$ cat config.mk
export PLATFORM = sky130hd
export DESIGN_NAME = display_scan_ctrl
export DESIGN_NICKNAME = d
export VERILOG_FILES = /design/src/rtl/display_scan_ctrl.sv
export SDC_FILE = /design/constraint.sdc
export NUM_CORES = 1
export LEC_CHECK = 0
export ABC_CLOCK_PERIOD_IN_PS = 3600
export BUFFER_PORTS_ARGS = -buffer_cell sky130_fd_sc_hd__buf_2
export CORE_ASPECT_RATIO = 2
export CORE_MARGIN = 2
export CORE_UTILIZATION = 30
export DETAILED_ROUTE_END_ITERATION = 6
export SLEW_MARGIN = 10
export SYNTH_ARGS = -nofsm -noshare
export SYNTH_HDL_FRONTEND = slang
export SYNTH_SLANG_ARGS = --single-unit
$ cat constraint.sdc
create_clock -name clk -period 3.6 [get_ports clk]
set_clock_uncertainty 0.2 [all_clocks]
set_input_delay 0.36 -clock clk [delete_from_list [all_inputs] [get_ports clk]]
set_output_delay 0.36 -clock clk [all_outputs]
set_load 0.02 [all_outputs]
$ cat src/rtl/display_scan_ctrl.sv
// -----------------------------------------------------------------------------
// display_scan_ctrl
//
// Time-multiplexes NUM_DIGITS seven-segment digits that share one decoder.
// A frame buffer of nibble/letter-flag pairs is scanned one digit slot at a
// time. Each slot starts with BLANK_CYC cycles of all anodes off so the
// decoder inputs can settle without ghosting onto the previous digit. Host
// writes are staged and only committed at a frame boundary, so a frame is
// never drawn half old / half new.
//
// Optional feature (compile-time macro LEADING_ZERO_BLANK_EN):
//   when defined, leading zero digits (nibble 0, letter flag 0) are replaced
//   by blank (4'hF) at commit time, scanning down from the top digit and
//   stopping at the first other digit. Digit 0 is never blanked. When
//   undefined, nibbles are committed unmodified.
//
// Ports:
//   clk        system clock, rising edge
//   rst        asynchronous reset, active-high
//   enable_i   1 = scan, 0 = display dark (scan held at digit 0, cnt 0)
//   wr_en_i    1-cycle write strobe
//   wr_data_i  nibble per digit, digit k = [4k+3:4k], digit 0 = rightmost
//   wr_ltr_i   letter-mode flag per digit
//   digit_o    nibble to decoder
//   ltr_o      letter flag to decoder
//   an_o       anode enables, active-low, at most one low
//   frame_o    1-cycle pulse after each frame boundary
//   pending_o  staged write not yet committed
// -----------------------------------------------------------------------------
module display_scan_ctrl #(
    parameter int NUM_DIGITS = 8,
    parameter int DIGIT_CYC  = 100000,
    parameter int BLANK_CYC  = 1000
) (
    input  logic                    clk,
    input  logic                    rst,
    input  logic                    enable_i,
    input  logic                    wr_en_i,
    input  logic [4*NUM_DIGITS-1:0] wr_data_i,
    input  logic [NUM_DIGITS-1:0]   wr_ltr_i,
    output logic [3:0]              digit_o,
    output logic                    ltr_o,
    output logic [NUM_DIGITS-1:0]   an_o,
    output logic                    frame_o,
    output logic                    pending_o
);

    localparam int CW = $clog2(DIGIT_CYC);
    localparam int IW = $clog2(NUM_DIGITS);
    localparam logic [CW-1:0] CNT_LAST  = CW'(DIGIT_CYC - 1);
    localparam logic [CW-1:0] CNT_BLANK = CW'(BLANK_CYC);
    localparam logic [IW-1:0] IDX_LAST  = IW'(NUM_DIGITS - 1);

    logic [CW-1:0]           cnt_q, cnt_d;
    logic [IW-1:0]           idx_q, idx_d;
    logic [NUM_DIGITS-1:0]   an_q, an_d;
    logic [3:0]              digit_q, digit_d;
    logic                    ltr_q, ltr_d;
    logic                    frame_q, frame_d;
    logic                    pending_q, pending_d;

    logic [3:0]              fb_nib_q  [NUM_DIGITS];
    logic [3:0]              fb_nib_d  [NUM_DIGITS];
    logic [NUM_DIGITS-1:0]   fb_ltr_q, fb_ltr_d;
    logic [3:0]              stg_nib_q [NUM_DIGITS];
    logic [3:0]              stg_nib_d [NUM_DIGITS];
    logic [NUM_DIGITS-1:0]   stg_ltr_q, stg_ltr_d;

    logic [3:0]              wr_nib    [NUM_DIGITS];
    logic [3:0]              src_nib   [NUM_DIGITS];
    logic [NUM_DIGITS-1:0]   src_ltr;
    logic [3:0]              cmt_nib   [NUM_DIGITS];

    logic                    last_slot;
    logic                    boundary;

    genvar gi;
    generate
        for (gi = 0; gi < NUM_DIGITS; gi++) begin : g_unpack
            assign wr_nib[gi] = wr_data_i[4*gi +: 4];
        end
    endgenerate

    // Data to commit: a write on the boundary cycle bypasses staging.
    always_comb begin
        src_ltr = wr_en_i ? wr_ltr_i : stg_ltr_q;
        for (int k = 0; k < NUM_DIGITS; k++) begin
            src_nib[k] = wr_en_i ? wr_nib[k] : stg_nib_q[k];
            cmt_nib[k] = src_nib[k];
        end
`ifdef LEADING_ZERO_BLANK_EN
        begin : lz_blank
            logic leading;
            leading = 1'b1;
            for (int k = NUM_DIGITS - 1; k >= 1; k--) begin
                if (leading && (src_nib[k] == 4'h0) && !src_ltr[k]) begin
                    cmt_nib[k] = 4'hF;
                end else begin
                    leading = 1'b0;
                end
            end
        end
`endif
    end

    always_comb begin
        last_slot = (cnt_q == CNT_LAST);
        boundary  = enable_i && last_slot && (idx_q == IDX_LAST);

        cnt_d = cnt_q;
        idx_d = idx_q;
        if (!enable_i) begin
            cnt_d = '0;
            idx_d = '0;
        end else if (last_slot) begin
            cnt_d = '0;
            idx_d = (idx_q == IDX_LAST) ? '0 : idx_q + IW'(1);
        end else begin
            cnt_d = cnt_q + CW'(1);
        end

        // Anodes are computed from the next count so they line up with cnt_q.
        an_d = '1;
        if (enable_i && (cnt_d >= CNT_BLANK)) begin
            an_d[idx_d] = 1'b0;
        end

        // Decoder inputs load at slot start, settling while anodes are off.
        digit_d = digit_q;
        ltr_d   = ltr_q;
        if (cnt_q == '0) begin
            digit_d = fb_nib_q[idx_q];
            ltr_d   = fb_ltr_q[idx_q];
        end

        frame_d = boundary;

        fb_nib_d  = fb_nib_q;
        fb_ltr_d  = fb_ltr_q;
        stg_nib_d = stg_nib_q;
        stg_ltr_d = stg_ltr_q;
        pending_d = pending_q;
        if (boundary && wr_en_i) begin
            fb_nib_d  = cmt_nib;
            fb_ltr_d  = src_ltr;
            pending_d = 1'b0;
        end else if (wr_en_i) begin
            stg_nib_d = wr_nib;
            stg_ltr_d = wr_ltr_i;
            pending_d = 1'b1;
        end else if ((boundary || !enable_i) && pending_q) begin
            // While dark there is no frame to tear, so commit right away.
            fb_nib_d  = cmt_nib;
            fb_ltr_d  = src_ltr;
            pending_d = 1'b0;
        end
    end

    always_ff @(posedge clk or posedge rst) begin
        if (rst) begin
            cnt_q     <= '0;
            idx_q     <= '0;
            an_q      <= '1;
            digit_q   <= 4'hF;
            ltr_q     <= 1'b0;
            frame_q   <= 1'b0;
            pending_q <= 1'b0;
            fb_ltr_q  <= '0;
            stg_ltr_q <= '0;
            for (int k = 0; k < NUM_DIGITS; k++) begin
                fb_nib_q[k]  <= 4'hF;
                stg_nib_q[k] <= 4'hF;
            end
        end else begin
            cnt_q     <= cnt_d;
            idx_q     <= idx_d;
            an_q      <= an_d;
            digit_q   <= digit_d;
            ltr_q     <= ltr_d;
            frame_q   <= frame_d;
            pending_q <= pending_d;
            fb_nib_q  <= fb_nib_d;
            fb_ltr_q  <= fb_ltr_d;
            stg_nib_q <= stg_nib_d;
            stg_ltr_q <= stg_ltr_d;
        end
    end

    assign an_o      = an_q;
    assign digit_o   = digit_q;
    assign ltr_o     = ltr_q;
    assign frame_o   = frame_q;
    assign pending_o = pending_q;

endmodule

-- Word-level counts from Yosys, hierarchy flattened
Cells that the tools add are included.
W data, S select, Z words.
- reductions and logical operators: 13
- magnitude comparators: 5
- add/sub/neg operators: 2
- multiplexer cells: 31
- equal/unequal tests: 3
- bitwise operators: 3
- operator list (kind ; count):
    $mux W32 ; 3
    $mux W4 ; 10
    $mux W8 ; 5
    $mux W17 ; 2
    $add A17 B1 Y17 const B ; 1
    $eq A17 B17 Y1 const B ; 1
    $ge A17 B10 Y1 const B ; 1
    $logic_not A17 Y1 ; 1
    $bmux W4 S3 ; 1
    $mux W3 ; 3
    $lt A3 B4 Y1 const B ; 2
    $not A8 Y8 ; 1
    $logic_and A1 B1 Y1 ; 6
    $mux W1 ; 5
    $ge A4 B4 Y1 const B ; 1
    $not A3 Y4 ; 1
    $reduce_and A2 Y1 ; 2
    $add A3 B1 Y3 const B ; 1
    $bmux W1 S3 ; 1
    $demux W1 S3 ; 1
    $eq A3 B3 Y1 const B ; 1
    $ge A3 B1 Y1 const B ; 1
    $reduce_bool A3 Y1 ; 1
    $ne A2 B1 Y1 const B ; 1
    4 further kinds ; 4
- logic and storage cells: 82
- bits in registers: 115
- input bits: 44

-- Longest topological paths before layout
Gate-level depths: netlist (run 1).
- depth after elaboration: 10
- mapped depth: 7
- depth with buffers taken out: 7

-- Worst setup path before layout (run 1)
OpenSTA, ideal clock, no wires.
- path type: register to register
- start point: reg cnt_q[0]
- end point: reg fb_ltr_q[0]
- cell stages (with the launch flop): 8
- data required time: 3.275 ns
- arrival time: 1.904 ns
- library setup time: 0.125 ns
- buffers on the path: 1
- slack: 1.371 ns
- path through: dfrtp_1 -> ha_1 -> and4_1 -> nand4_2 -> nor3_4 -> o22a_4 -> buf_12 -> mux2_4
- word-level cells in the longest chain between the ends: 7
- elaborated cells between the ends (all ways): 10
- RTL lines (item ; line ; RTL):
    start, declared ; 54 ; logic [CW-1:0] cnt_q, cnt_d;
    start signal, assigned ; 175 ; cnt_q <= cnt_d;
    $eq A17 B17 Y1 (*) ; 107 ; last_slot = (cnt_q == CNT_LAST);
    $logic_and A1 B1 Y1 (*) (2 in a row) ; 108 ; boundary = enable_i && last_slot && (idx_q == IDX_LAST);
    via boundary ; 75 ; logic boundary;
    $logic_or A1 B1 Y1 ; 151 ; end else if ((boundary || !enable_i) && pending_q) begin
    $logic_and A1 B1 Y1 ; 151 ;
    $reduce_bool A2 Y1 (no line) ; n/a ;
    $reduce_and A2 Y1 (no line) ; n/a ;
    end signal, assigned ; 183 ; fb_ltr_q <= fb_ltr_d;
    end, declared ; 64 ; logic [NUM_DIGITS-1:0] fb_ltr_q, fb_ltr_d;
The timed path passes the listed nets; every way through them passes the cells marked *.
A chain may end at the register's enable or synchronous reset.

-- Worst setup path after layout (run 1)
- start point: reg cnt_q[0]
- end point: reg fb_nib_q[0] (netlist bit)
- word-level cells in the longest chain between the ends: 7
- elaborated cells between the ends (all ways): 10
- RTL lines (item ; line ; RTL):
    $eq A17 B17 Y1 (*) ; 107 ;
    $logic_and A1 B1 Y1 (*) (2 in a row) ; 108 ;
    via boundary ; 75 ;
    $logic_or A1 B1 Y1 ; 151 ;
    $logic_and A1 B1 Y1 ; 151 ;
    $reduce_bool A2 Y1 (no line) ; n/a ;
    $reduce_and A2 Y1 (no line) ; n/a ;
    end signal, assigned ; 182 ; fb_nib_q <= fb_nib_d;
    end, declared ; 62 ; logic [3:0] fb_nib_q [NUM_DIGITS];
Marked as above.

==> impl_metrics.tcl, run 1 <==
set metrics [dict create \
    path_delay_family "simple AND/OR/NAND/NOR gates" \
    crit_path_end "fb_nib_q[0]" \
    syn_area_sq_mm 0.00583 \
    chipWidth_microns 103 \
    gp_congestion 0.734 \
    fp-row-count 72 \
    outcome "completed" \
    firstDrtPassIters 4 \
    maxCapViolCount 0 \
    rrSetupSlack_ps 820 \
    worst_slack_ps 819 \
    drtAntennaViolNets 0 \
    final_cell_mix "dfstp_2, buf_2, mux2_1" \
    grt_max_degree 93 \
    p_leak_uw 0.00300 \
    r2r_end "fb_nib_q[0]" \
    numClockSinks 115 \
    core_sq_mm 0.0192 \
    r2r_start "cnt_q[0]" \
    io_pins 59 \
    multiInputGateArea_sq_mm 0.00262 \
    dieArea_sq_mm 0.0206 \
    route.vias.total 3629 \
    cts_tree "yes" \
    cp_num_buf_inv 0 \
    htreeDepth 4 \
    regArea_sq_mm 0.00297 \
    routed_wl_microns 12300 \
    nNetsFinal 559 \
    grt_pass1_wl_microns 20500 \
    synth_edf_count 0 \
    rsz0062_at_grt "no" \
    cp.required_ps 3730 \
    arrival_ps 2910 \
    maxSlewViolCount 0 \
    tns_ps 0 \
    fmax_mhz 360 \
    fp.dieH_microns 201 \
    synthFlopType "dfstp_2" \
    area_delta_synth_final_pct 25.2 \
    ys_seq_area_share_pct 51.0 \
    track_usage_pct 13.1 \
    path_max_fanout 40 \
    slowest_delay_ps 670 \
    period_minus_slack_ps 2780 \
    antenna_cells 0 \
    worst_setup_path_start_kind "flop" \
    port_buffers 58 \
    post_dp_cell_area_sq_mm 0.00630 \
    cp_num_cells 6 \
    post_cts_buffers 0 \
    antenna_found_initial 0 \
    critPathSlowestCell "o22a_4" \
    layout_commonest_cell "dfstp_2" \
    start_util_pct 30.4 \
    ff2ff_path_depth 6 \
    vdd_drop_max_v 0.000252 \
    crit_type "reg -> reg" \
    path_cells "ha_1 > and4_1 > nand4_2 > nor3_4 > o22a_4 > mux2_1" \
    end_kind "flop" \
    clock_path_buffers 2 \
    setup_viol_count_final 0 \
    remaining_drc_errors 0 \
    synth_cells 415 \
    wire_per_inst_microns 15.8 \
    cts.clk_slew.worst_paths_ps 50 \
    p_per_area_mw_per_mm2 536 \
    drive_gt1_share_pct 51.5 \
    min_path_type "in -> reg" \
    async_flop_share_pct 100 \
    syn_nets 463 \
    synth.distinct_cells 41 \
    cts_root_buffer "clkbuf_16" \
    postSynthAreaPerCell_sq_um 14.1 \
    cts-resized-gates 0 \
    hold_buffers 38 \
    pre_cts_ws_ps 831 \
    hp-start "wr_ltr_i[1]" \
    startpoint "cnt_q[0]" \
    finalHoldViolations 0 \
    fillers 1836 \
    grt-ovfl-total 0 \
    ys_seq_elements 115 \
    place_hpwl_microns 8480 \
    slew_headroom_pct 49.7 \
    grt_pass1_vias 4024 \
    vias_per_cell 4.63 \
    clk-insertion-delay-late_ps 410 \
    worst_slew_pin_slew_ps 755 \
    cts_made_buffers 17 \
    drt-initial-drc-count 120 \
    stdcell_area_sq_mm 0.00731 \
    fin_crit_sh_pct 77.2 \
    yosys_warnings 0 \
]
per-stage QoR:
step	hold WS [ps]	std cells	power, uW	utilization [%]
6_report	24.5	783	3920	38.1
5_1_grt	7.26	783	4080	38.1
4_1_cts	6.50	783	3970	38.1
3_5_place_dp	281	713	2170	32.9
3_3_place_gp	270	713	2140	32.9
2_1_floorplan	260	415	2030	-
cell type report:
cell class | count | share of cell area (%)
clock inverter | 11 | 1.64
timing repair buffer | 103 | 10.1
clock buffer | 21 | 6.88
multi-input combinational | 267 | 35.9
sequential | 115 | 40.7
tap | 259 | 4.43
inverter | 7 | 0.394
cell usage after synthesis, types with 2 or more instances:
master    number  share of area, %
dfstp_2       76                34
mux2_1        44               8.5
mux2_2        40               7.7
dfrtp_1       39                17
mux2_4        36               9.3
nor2_1        26               1.7
clkbuf_1      12              0.77
xnor2_1       12               1.8
nand2_1       11              0.71
mux4_2        10               3.9
nand3_1       10              0.86
o21ai_1        9              0.77
a21oi_1        8              0.69
inv_1          7              0.45
mux2i_1        7               1.2
nand4_1        7              0.75
buf_6          6               1.2
nor3_1         6              0.51
nor4_1         5              0.54
o21ai_0        5              0.43
buf_12         4               1.4
buf_2          4              0.34
ha_1           4              0.86
nor4b_1        4              0.60
a21boi_0       3              0.39
and4_1         2              0.30
nand4_2        2              0.43
or3_1          2              0.21
xor2_1         2              0.30
state kept, by name (all words and copies together), names as in the netlist:
signal / flops
cnt_q: 17
fb_ltr_q: 8
fb_nib_q: 32
digit_o: 4
pending_o: 1
stg_nib_q: 32
ltr_o: 1
an_o: 8
stg_ltr_q: 8
idx_q: 3
frame_o: 1
power by group:
part / total, uW / internal [uW] / switching, uW
Clock: 1740 / 1140 / 606
Combinational: 515 / 313 / 201
Sequential: 1660 / 1560 / 102
Total: 3920 / 3010 / 909
metal layers:
| metal | up-vias | GRT usage, % | part of all wire (%) |
|---|---|---|---|
| li1 | 1697 | - | - |
| met1 | 1823 | 14.1 | 37 |
| met2 | 84 | 23.7 | 57 |
| met3 | 25 | 2.81 | 2.9 |
| met4 | 0 | 6.05 | 2.8 |
| met5 | - | 0 | 0 |
cell families (layout without fill, tap and decap cells):
logic type      count (synthesis)  in the layout  share of synthesized area [%]
mux                           137            137                           30.5
flops                         115            115                           51.0
simple gates                   84             84                           8.26
buf+inv                        33            142                           4.10
compound gates                 28             28                           3.20
xor+xnor                       14             14                           2.10
fa+ha+maj                       4              4                          0.858
worst min path at each step:
stage | endpoint | slack (ps) | depth (start not counted)
finish | stg_ltr_q[1] | 20 | 2
global route | stg_ltr_q[0] | 7 | 2
CTS | stg_ltr_q[1] | 7 | 2
detailed placement | stg_ltr_q[7] | 280 | 1
global placement | stg_ltr_q[2] | 270 | 1
floorplan | stg_ltr_q[0] | 260 | 1
No activity file was read; power rests on OpenSTA's default activity.
==> inputs of run 2 (changes only) <==
ABC_AREA = 1   (was not set)
ABC_CLOCK_PERIOD_IN_PS = 2600   (was 3600)
clock period = 2.6 ns   (was 3.6 ns; I/O delays follow)
==> impl_metrics.tcl, run 2 <==
set metrics [dict create \
    outcome "completed" \
    slew_headroom_pct 56.0 \
    synth.distinct_cells 28 \
    crit_type "reg -> reg" \
    yosysTopAreaCellShare_pct 34.4 \
    ys_seq_area_share_pct 51.2 \
    synth_cells 757 \
    period_minus_slack_ps 2330 \
    fp.dieH_microns 201 \
    p_leak_uw 0.00357 \
    cts_root_buffer "clkbuf_16" \
    port_buffers 58 \
    slowest_delay_ps 560 \
    syn_area_sq_mm 0.00581 \
    critPathSlowestCell "o21ai_0" \
    drt-initial-drc-count 287 \
    clock_path_buffers 2 \
    htreeDepth 4 \
    worst_setup_path_start_kind "flop" \
    fmax_mhz 429 \
    syn_nets 805 \
    dp_cells 1053 \
    setup_viol_count_final 0 \
    final_cells 1126 \
    synth_edf_count 0 \
    cts.clk_slew.worst_paths_ps 50 \
    numClockSinks 115 \
    wire_per_inst_microns 13.5 \
    vias_per_cell 4.51 \
    ys_seq_elements 115 \
    cp.required_ps 2750 \
    end_kind "flop" \
    grt_pass1_wl_microns 25400 \
    synthFlopType "dfstp_2" \
    power.share.sequential_pct 42.6 \
    remaining_drc_errors 0 \
    finalHoldViolations 0 \
    drtAntennaViolNets 0 \
    p_per_area_mw_per_mm2 695 \
    synth_area_leaders "dfstp_2, dfrtp_1, nand2_1, o21ai_0, nand3_1" \
    rsz0062_at_grt "no" \
    cts_tree "yes" \
    post_dp_cell_area_sq_mm 0.00637 \
    path_max_fanout 8 \
    core_sq_mm 0.0192 \
    clockPowerShare_pct 46.5 \
    async_flop_share_pct 100 \
    drive_gt1_share_pct 22.1 \
    antenna_cells 0 \
    maxCapViolCount 0 \
    yosysTopAreaCell "dfstp_2" \
    top_regs "fb_nib_q (32), stg_nib_q (32), cnt_q (17)" \
    nNetsFinal 903 \
    grt_pass1_vias 5160 \
    synthTopCellsByCount "nand2_1, inv_1, o21ai_0" \
    area_delta_synth_final_pct 27.6 \
    track_usage_pct 16.0 \
    layout_commonest_cell "nand2_1" \
    fin_util_pct 38.6 \
    p_switching_uw 1280 \
    path_cells "ha_1 > nand2_2 > inv_2 > nand2_2 > nor2_1 > nand2_1 > nand2_2 > o21ai_0 > inv_1 > nand2_1 > nor2_1 > nand2_1" \
    start_util_pct 30.3 \
    routed_wl_microns 15200 \
    antenna_found_initial 0 \
    place_hpwl_microns 10400 \
    yosysMostFrequentCell "nand2_1" \
    holdWs_ps 53.5 \
    route.vias.total 5078 \
    yosys_warnings 0 \
    stdcell_area_sq_mm 0.00741 \
    fp-row-count 72 \
    chipWidth_microns 102 \
    clk-insertion-delay-late_ps 410 \
    power.internal_uw 3860 \
    firstDrtPassIters 5 \
    maxSlewViolCount 0 \
    worst_slew_pin_slew_ps 654 \
    swShare_pct 24.9 \
    postSynthAreaPerCell_sq_um 7.67 \
    min_path_type "in -> reg" \
    final_cell_mix "nand2_1, o21ai_0, inv_1" \
    gp_congestion 0.948 \
    arrival_ps 2480 \
    grt_max_degree 116 \
    io_pins 59 \
    dieArea_sq_mm 0.0206 \
    p_comb_share_pct 10.8 \
    fin_crit_sh_pct 89.6 \
    grt-ovfl-total 0 \
    vdd_drop_max_v 0.000403 \
    tns_ps 0 \
    cts_made_buffers 17 \
]
run 2: cell types whose count changed after synthesis, moves of 40 or more:
cell and change:
nand3_1 +62, inv_1 +71, nand2_1 +248, mux2_2 -40, mux2_1 -44, o21ai_0 +73
run 2: worst paths after layout:
| kind | from | endpoint | slack [ps] | cells after the start |
|---|---|---|---|---|
| worst max-delay path | cnt_q[0] | an_o[1] | 270 | 12 |
| worst min-delay path | wr_en_i | stg_nib_q[15] | 50 | 3 |
| worst max register to register | cnt_q[0] | an_o[1] | 270 | 12 |
| worst min register to register | stg_nib_q[19] | stg_nib_q[19] | 260 | 2 |
| max in group asynchronous | rst | cnt_q[8] | 1340 | 4 |
| min in group asynchronous | rst | stg_ltr_q[1] | 370 | 4 |
run 2: area by class of cell:
cell class	count	area, sq um
multi-input combinational	525	2330
tap	259	324
clock inverter	11	125
inverter	81	308
fill	1987	11800
clock buffer	20	489
timing repair buffer	115	861
sequential	115	2970
run 2: timing repair:
action                                 CTS  global route
endpoints found under the hold margin   98             0
resized for setup                        0             0
hold buffers                            42             0
buffers inserted                         0             0
run 2: per-layer routing:
metal  wire length (microns)  up-vias  global-route usage, %
met4                     453        0                   7.29
met5                       0        -                      0
met3                     387       26                   2.96
met1                    5920     2373                   17.2
li1                        -     2599                      -
met2                    8440       80                   29.1
run 2: power by group through the flow:
stage	clock network, uW	logic [uW]	registers, uW
2_1_floorplan	0	339	2220
3_3_place_gp	0	509	2220
3_5_place_dp	0	519	2220
4_1_cts	2450	569	2200
5_1_grt	2540	645	2220
6_report	2400	557	2200
run 2: cell families after synthesis:
logic type	share of synthesized area, %
AO/OA/AOI/OAI	9.80
XOR/XNOR	0.151
adder cells (fa/ha/maj)	0.862
buffers and inverters	8.70
flip-flops	51.2
AND/OR/NAND/NOR	29.3
run 2: worst max-delay path, delay by kind of cell, from the launching register on:
family,cells,cell delay [ps]
buffers and inverters,2,160
AO/OA/AOI/OAI,1,560
flip-flops,1,400
AND/OR/NAND/NOR,8,700
adder cells (fa/ha/maj),1,230
run 2: stage by stage:
step	setup slack (ps)	total power, uW
final	271	5150
after global placement	268	2730
after CTS	171	5210
after global routing	20.4	5400
after floorplan	688	2560
after detailed placement	196	2740
==> inputs of run 3 (changes only) <==
ABC_CLOCK_PERIOD_IN_PS = 2700   (was 2600)
CORE_ASPECT_RATIO = 1.1   (was 2)
clock period = 2.7 ns   (was 2.6 ns; I/O delays follow)
==> impl_metrics.tcl, run 3 (synthesis gave the netlist of run 2 again) <==
set metrics [dict create \
    arrival_ps 2490 \
    p_per_area_mw_per_mm2 666 \
    clk-insertion-delay-late_ps 420 \
    slew_headroom_pct 57.8 \
    p_comb_share_pct 10.8 \
    numClockSinks 115 \
    routed_wl_microns 14500 \
    setup_viol_count_final 0 \
    power.internal_uw 3670 \
    crit_top_cell "nand2_1" \
    htreeDepth 4 \
    port_buffers 58 \
    fin_crit_sh_pct 87.1 \
    finalHoldViolations 0 \
    final_cell_mix "nand2_1, o21ai_0, inv_1" \
    min_path_type "in -> reg" \
    end_kind "flop" \
    r2r_start "cnt_q[1]" \
    rrSetupSlack_ps 350 \
    cp.required_ps 2830 \
    cp_num_buf_inv 3 \
    ff2ff_path_depth 13 \
    dp_cells 1042 \
    clockPowerShare_pct 45.9 \
    post_dp_cell_area_sq_mm 0.00637 \
    gp_congestion 0.869 \
    cts.clk_slew.worst_paths_ps 60 \
    tns_ps 0 \
    whs_endpoint "pending_o" \
    worst_slew_pin_slew_ps 633 \
    route.vias.total 5113 \
    fmax_mhz 425 \
    final_cells 1115 \
    maxSlewViolCount 0 \
    critPathSlowestCell "dfrtp_1" \
    drive_gt1_share_pct 22.4 \
    rsz0062_at_grt "no" \
    drtAntennaViolNets 0 \
    antenna_cells 0 \
    swShare_pct 25.3 \
    violations "design-rule violations" \
    fp.dieH_microns 150 \
    nNetsFinal 903 \
    area_delta_synth_final_pct 27.0 \
    core_sq_mm 0.0190 \
    chipWidth_microns 137 \
    crit_type "reg -> reg" \
    post_cts_buffers 0 \
    cts_made_buffers 17 \
    io_pins 59 \
    clock_path_buffers 2 \
    slowest_delay_ps 400 \
    fp-row-count 53 \
    top_regs "fb_nib_q (32), stg_nib_q (32), cnt_q (17)" \
    remaining_drc_errors 2 \
    path_cells "ha_1 > nand2_2 > inv_2 > nand2_2 > nor2_2 > nand2_1 > nor2_4 > nand2_1 > buf_4 > nand2_4 > buf_12 > nand2_1 > o21ai_0" \
    track_usage_pct 15.2 \
    drt-initial-drc-count 282 \
    period_minus_slack_ps 2350 \
    grt-ovfl-total 0 \
    antenna_found_initial 0 \
    r2r_end "stg_nib_q[5]" \
    wire_per_inst_microns 13.0 \
    whs_path_depth 3 \
    place_hpwl_microns 9560 \
    outcome "finished with violations" \
    hp-start "enable_i" \
    dieArea_sq_mm 0.0205 \
    grt_max_degree 116 \
    cts_root_buffer "clkbuf_16" \
    p_leak_uw 0.00357 \
    stdcell_area_sq_mm 0.00737 \
    worst_setup_path_start_kind "flop" \
    power.share.sequential_pct 43.3 \
    grt_pass1_vias 5058 \
    firstDrtPassIters 7 \
    cts-resized-gates 0 \
    maxCapViolCount 0 \
    path_max_fanout 33 \
    grt_pass1_wl_microns 24400 \
    vias_per_cell 4.59 \
    layout_commonest_cell "nand2_1" \
    start_util_pct 30.5 \
    p_switching_uw 1240 \
    hold_buffers 41 \
    total_power_uw 4910 \
    cts_tree "yes" \
    vdd_drop_max_v 0.000444 \
    path_delay_family "simple AND/OR/NAND/NOR gates" \
]
==> run 3: how the worst max path moves through the flow <==
stage	startpoint	endpoint	cells after the start
after global placement	cnt_q[0]	an_o[4]	11
after detailed placement	cnt_q[1]	stg_nib_q[5]	13
after floorplan	cnt_q[0]	fb_ltr_q[0]	11
after global routing	cnt_q[1]	stg_nib_q[5]	13
final	cnt_q[1]	stg_nib_q[5]	13
after CTS	cnt_q[1]	stg_nib_q[5]	13
==> run 3: final cells by class <==
class / instances / area, sq um
multi-input cells: 525 / 2330
fillers: 1928 / 11700
clock buffers: 20 / 467
well taps: 247 / 309
flip-flops and latches: 115 / 2970
repair buffers: 115 / 858
inverters: 81 / 308
clock inverters: 12 / 129
==> run 3: routing by layer <==
layer	global-route usage (%)	routed length, microns	up-vias
met1	19.3	6670	2392
met4	5.57	295	0
met3	3.90	552	23
li1	-	-	2602
met5	0	0	-
met2	25.1	6960	96
==> run 3: metrics by stage <==
step | hold slack, ps | utilization [%] | setup WS, ps
after floorplan | 182 | - | 788
after global placement | 250 | 33.4 | 444
after detailed placement | 253 | 33.4 | 387
after CTS | 30.7 | 38.7 | 368
after global routing | 68.0 | 38.7 | 138
final | 53.9 | 38.7 | 347
==> run 3: power groups by stage <==
stage               logic [uW]  registers, uW  clock network (uW)
global route               610           2150                2370
floorplan                  326           2130                   0
global placement           481           2150                   0
detailed placement         491           2150                   0
CTS                        541           2130                2300
finish                     530           2130                2250
==> run 3: worst min-delay path, delay by kind of cell <==
family / cells / cell delay [ps]
buf+inv: 1 / 190
simple gates: 2 / 170
